`src/rtl/ripple_mon_pkg.sv`:
```
// Shared types and default widths for the ripple counter monitor.
package ripple_mon_pkg;

  localparam int unsigned DEF_CNT_W         = 4;
  localparam int unsigned DEF_EXT_W         = 12;
  localparam int unsigned DEF_STABLE_CYCLES = 2;

  typedef enum logic [1:0] {
    IDLE,
    ARMED,
    PENDING
  } mon_state_t;

endpackage

```
`src/rtl/ripple_sync_filter.sv`:
```
// Two-flop synchroniser plus settle filter for the raw ripple count.
// o_accept is high in the cycle before o_cnt_lo takes o_cnt_new.
module ripple_sync_filter
  import ripple_mon_pkg::*;
#(
  parameter int unsigned CNT_W         = DEF_CNT_W,
  parameter int unsigned STABLE_CYCLES = DEF_STABLE_CYCLES
) (
  input  logic             i_clk,
  input  logic             i_reset,
  input  logic [CNT_W-1:0] i_q,
  output logic [CNT_W-1:0] o_cnt_lo,
  output logic [CNT_W-1:0] o_cnt_new,
  output logic             o_accept
);

  localparam int unsigned          StabW   = $clog2(STABLE_CYCLES + 1);
  localparam logic [StabW-1:0]     StabMax = StabW'(STABLE_CYCLES);

  logic [CNT_W-1:0] r_s1;
  logic [CNT_W-1:0] r_s2;
  logic [CNT_W-1:0] r_s2_prev;
  logic [CNT_W-1:0] r_cnt_lo;
  logic [StabW-1:0] r_stab;
  logic [StabW-1:0] w_stab_nxt;
  logic             w_accept;

  // Run length of identical synchronised samples, saturating at StabMax.
  always_comb begin
    w_stab_nxt = '0;
    if (r_s2 == r_s2_prev) begin
      w_stab_nxt = (r_stab == StabMax) ? r_stab : r_stab + 1'b1;
    end
  end

  assign w_accept = (w_stab_nxt == StabMax) && (r_s2 != r_cnt_lo);

  always_ff @(posedge i_clk) begin
    if (i_reset) begin
      r_s1      <= '0;
      r_s2      <= '0;
      r_s2_prev <= '0;
      r_stab    <= '0;
      r_cnt_lo  <= '0;
    end else begin
      r_s1      <= i_q;
      r_s2      <= r_s1;
      r_s2_prev <= r_s2;
      r_stab    <= w_stab_nxt;
      if (w_accept) begin
        r_cnt_lo <= r_s2;
      end
    end
  end

  assign o_cnt_lo  = r_cnt_lo;
  assign o_cnt_new = r_s2;
  assign o_accept  = w_accept;

endmodule

```
`src/rtl/ripple_count_monitor.sv`:
```
// Extends a settled ripple count with a wrap counter and raises threshold
// events to a consumer over a valid/ready handshake.
module ripple_count_monitor
  import ripple_mon_pkg::*;
#(
  parameter int unsigned CNT_W         = DEF_CNT_W,
  parameter int unsigned EXT_W         = DEF_EXT_W,
  parameter int unsigned STABLE_CYCLES = DEF_STABLE_CYCLES
) (
  input  logic                   clk,
  input  logic                   reset,
  input  logic [CNT_W-1:0]       q_in,
  input  logic                   enable,
  input  logic [CNT_W+EXT_W-1:0] thresh,
  output logic [CNT_W+EXT_W-1:0] full_count,
  output logic                   wrap_pulse,
  output logic                   evt_valid,
  input  logic                   evt_ready,
  output logic [CNT_W+EXT_W-1:0] evt_count,
  output logic                   overrun
);

  localparam int unsigned FullW = CNT_W + EXT_W;

  logic [CNT_W-1:0] w_cnt_lo;
  logic [CNT_W-1:0] w_cnt_new;
  logic             w_accept;
  logic             w_crossing;

  logic [EXT_W-1:0] r_ext;
  logic             r_wrap;
  logic             r_acc;
  logic [FullW-1:0] r_prev_full;
  mon_state_t       r_state;
  logic             r_evt_valid;
  logic [FullW-1:0] r_evt_count;
  logic             r_overrun;

  ripple_sync_filter #(
    .CNT_W        (CNT_W),
    .STABLE_CYCLES(STABLE_CYCLES)
  ) u_filter (
    .i_clk    (clk),
    .i_reset  (reset),
    .i_q      (q_in),
    .o_cnt_lo (w_cnt_lo),
    .o_cnt_new(w_cnt_new),
    .o_accept (w_accept)
  );

  assign full_count = {r_ext, w_cnt_lo};

  // A decrease between accepted values is taken as exactly one wrap.
  always_ff @(posedge clk) begin
    if (reset) begin
      r_ext       <= '0;
      r_wrap      <= 1'b0;
      r_acc       <= 1'b0;
      r_prev_full <= '0;
    end else begin
      r_wrap <= 1'b0;
      r_acc  <= w_accept;
      if (w_accept) begin
        r_prev_full <= full_count;
        if (w_cnt_new < w_cnt_lo) begin
          r_ext  <= r_ext + 1'b1;
          r_wrap <= 1'b1;
        end
      end
    end
  end

  assign w_crossing = r_acc && (r_prev_full < thresh) && (full_count >= thresh);

  always_ff @(posedge clk) begin
    if (reset) begin
      r_state     <= IDLE;
      r_evt_valid <= 1'b0;
      r_evt_count <= '0;
      r_overrun   <= 1'b0;
    end else begin
      unique case (r_state)
        IDLE: begin
          if (enable) r_state <= ARMED;
        end
        ARMED: begin
          if (!enable) begin
            r_state <= IDLE;
          end else if (w_crossing) begin
            r_state     <= PENDING;
            r_evt_valid <= 1'b1;
            r_evt_count <= full_count;
          end
        end
        PENDING: begin
          // Crossings while an event is outstanding are dropped and flagged.
          if (w_crossing) r_overrun <= 1'b1;
          if (r_evt_valid && evt_ready) begin
            r_evt_valid <= 1'b0;
            r_state     <= enable ? ARMED : IDLE;
          end
        end
        default: begin
          r_state     <= IDLE;
          r_evt_valid <= 1'b0;
        end
      endcase
    end
  end

  assign wrap_pulse = r_wrap;
  assign evt_valid  = r_evt_valid;
  assign evt_count  = r_evt_count;
  assign overrun    = r_overrun;

endmodule

```
`config.mk`:
```
export PLATFORM = sky130hd
export DESIGN_NAME = ripple_count_monitor
export DESIGN_NICKNAME = d
export VERILOG_FILES = /design/src/rtl/ripple_mon_pkg.sv /design/src/rtl/ripple_sync_filter.sv /design/src/rtl/ripple_count_monitor.sv
export SDC_FILE = /design/constraint.sdc
export NUM_CORES = 1
export LEC_CHECK = 0
export ABC_AREA = 0
export BUFFER_PORTS_ARGS = -buffer_cell sky130_fd_sc_hd__buf_4
export CAP_MARGIN = 20
export CORE_ASPECT_RATIO = 0.6
export CORE_MARGIN = 4
export CORE_UTILIZATION = 40
export DETAILED_ROUTE_END_ITERATION = 12
export PLACE_DENSITY = 0.69
export SLEW_MARGIN = 20
export SYNTH_ARGS = -nofsm -noshare
export SYNTH_HDL_FRONTEND = slang
export SYNTH_SLANG_ARGS = --single-unit
export TNS_END_PERCENT = 1
```
`constraint.sdc`:
```
create_clock -name clk -period 3.1 [get_ports clk]
set_clock_uncertainty 0.15 [all_clocks]
set_input_delay 0.465 -clock clk [delete_from_list [all_inputs] [get_ports clk]]
set_output_delay 0.465 -clock clk [all_outputs]
set_load 0.03 [all_outputs]
```
==> impl_metrics.tcl <==
set metrics [dict create \
    place_hpwl_um 6200 \
    synthesis.nets 439 \
    nets 501 \
    clock_path_buffers 2 \
    vias_per_cell 5.20 \
    finalCriticalPeriod_ns 2.65 \
    tns_ns 0 \
    yosysTopAreaCellShare_pct 39.9 \
    drt_iter0_markers 121 \
    drc 0 \
    leakage_nw 2.03 \
    grt_usage_pct 17.3 \
    antenna_found_initial 0 \
    finalCritPeriodShare_pct 85.4 \
    layout_commonest_cell "buf_4" \
    dr.pass1.iters 4 \
    crit_chain "inv_1 -> ha_1 -> nand2b_1 -> a2111oi_0 -> or4_4 -> nand3_4 -> and4bb_2 -> o41a_1" \
    synth_warnings 0 \
    power.density_cell_area_nw_per_um2 474 \
    die_y_um 79.5 \
    tightest_slew_ns 0.547 \
    cts-buffers-inserted 9 \
    cts_setup_buffers 0 \
    async_reset_ff_share_pct 0 \
    grt_max_degree 54 \
    hold_buffers 0 \
    clkLatencyLatePin_ns 0.33 \
    root_buffer "clkbuf_16" \
    overflow 0 \
    pre_cts_slack_ns 0.280 \
    synth_edf_count 0 \
    num_vias 2864 \
    worstSetupEndpointType "flip-flop" \
    cp_top_family "simple AND/OR/NAND/NOR gates" \
    drt_wl_total_um 8300 \
    peakVddDrop_uv 279 \
    hold_viol_final 0 \
    path_class "reg2reg" \
    fp.dieW_um 127 \
    fin_area_sq_um 4260 \
    setup_viol 0 \
    r2r_slack_ns 0.45 \
    final_cell_mix "buf_4, dfxtp_1, nor2_1" \
    die_area_sq_um 10100 \
    cts.sinks 68 \
    grt_pass1_vias 2748 \
    cp_max_fo 17 \
    slew_headroom_pct 63.5 \
    yosys-top-cells-area "dfxtp_1, ha_1, mux2i_1" \
    wire_per_inst_um 15.1 \
    fmaxAchievable_mhz 378 \
    rsz0062_at_grt "no" \
    cts_resized 0 \
    yosysSeqAreaShare_pct 39.9 \
    critPathSlowestCell "a2111oi_0" \
    final_util_pct 52.8 \
    status "finished, final reports clean" \
    yosys_most_used_dff "dfxtp_1" \
    antenna_left 0 \
    htreeDepth 3 \
    rows 25 \
    grt_pass1_wl_um 13600 \
    cts_tree "built" \
    pin_count 59 \
    core-area_sq_um 8070 \
    cap_viol_max_count 0 \
    yosysTopAreaCell "dfxtp_1" \
    syn_to_final_growth_pct 24.9 \
    final_layout_size_suffix_gt1_share_pct 21.4 \
    start_util_pct 42.3 \
    dpl_cell_area_sq_um 3970 \
    cpPeakStageDelay_ns 0.50 \
    netlist_instances 378 \
    path_buf_inv 1 \
    synth_cell_types 48 \
    antenna_cells 0 \
    total_power_mw 2.02 \
    path_clk_slew_ns 0.05 \
    maxSlewViolCount 0 \
    syn_area_sq_um 3410 \
    syn_avg_cell_area_sq_um 9.03 \
    synth_seq_cells 68 \
    cp-start-kind "flip-flop" \
    worstPathArrival_ns 2.71 \
    place.gp.congestion 0.780 \
    portBuffers 58 \
    hp-class "in2reg" \
    setup_ws_ns 0.451 \
    crit_required_ns 3.16 \
]
per-layer routing:
metal	vias up	share of wire [%]	global-route usage, %
li1	1443	-	-
met1	1338	51	23.6
met2	76	41	25.6
met3	7	6.7	6.89
met4	0	0.81	3.85
met5	-	0	0
cell usage after synthesis (2+ instances only):
| library cell | number |
|---|---|
| dfxtp_1 | 68 |
| nor2_1 | 40 |
| ha_1 | 37 |
| a21oi_1 | 36 |
| nand2_1 | 31 |
| inv_1 | 27 |
| mux2i_1 | 19 |
| nor2b_1 | 13 |
| clkbuf_1 | 11 |
| nand4_1 | 11 |
| a31o_1 | 9 |
| o21ai_0 | 8 |
| a31o_2 | 6 |
| xor2_1 | 6 |
| xnor2_1 | 5 |
| nand3_1 | 4 |
| nor3_1 | 4 |
| and2_1 | 3 |
| and4_1 | 3 |
| buf_2 | 3 |
| or3_1 | 3 |
| a41o_1 | 2 |
| and3_1 | 2 |
| nand2b_1 | 2 |
| o21a_1 | 2 |
power by group:
part	leakage [nW]	switching, mW	internal [mW]
logic	1.34	0.0661	0.0528
clock network	0.145	0.353	0.655
registers	0.550	0.00598	0.886
total	2.03	0.425	1.59
sequential cells by signal, indices dropped and copies added (netlist names):
register	cells
overrun	1
evt_valid	1
u_filter.r_s2_prev	4
r_acc	1
u_filter.o_cnt_lo	4
r_prev_full	16
u_filter.o_cnt_new	4
r_state	2
evt_count	16
u_filter.r_stab	2
wrap_pulse	1
u_filter.r_s1	4
r_ext	12
cell type report:
type | count | area (sq um)
Fill cell | 764 | 3810
Multi-Input combinational cell | 264 | 1850
Sequential cell | 68 | 1360
Timing Repair Buffer | 69 | 518
Clock buffer | 12 | 256
Tap cell | 108 | 135
Inverter | 28 | 105
Clock inverter | 2 | 35.0
cell families after synthesis:
group                      synth area share, %
and+or+nand+nor                           18.7
AOI/OAI and AO/OA                         13.6
DFF                                       39.9
buffers and inverters                     5.83
adders and majority gates                 13.6
muxes                                     5.57
xor gates and xnor gates                  2.82
metrics by stage:
stage | cells | hold WS (ns)
6_report | 551 | 0.193
5_1_grt | 551 | 0.187
4_1_cts | 551 | 0.185
3_5_place_dp | 537 | 0.276
3_3_place_gp | 537 | 0.269
2_1_floorplan | 378 | 0.264
path summary, 6_finish.rpt:
check / cells after the start / end / startpoint
max: 8 / evt_valid / u_filter.o_cnt_lo[0]
min: 2 / u_filter.r_s1[0] / q_in[0]
max reg2reg: 8 / evt_valid / u_filter.o_cnt_lo[0]
min reg2reg: 1 / u_filter.o_cnt_new[0] / u_filter.r_s1[0]
Power figures use the tool's default switching activity.
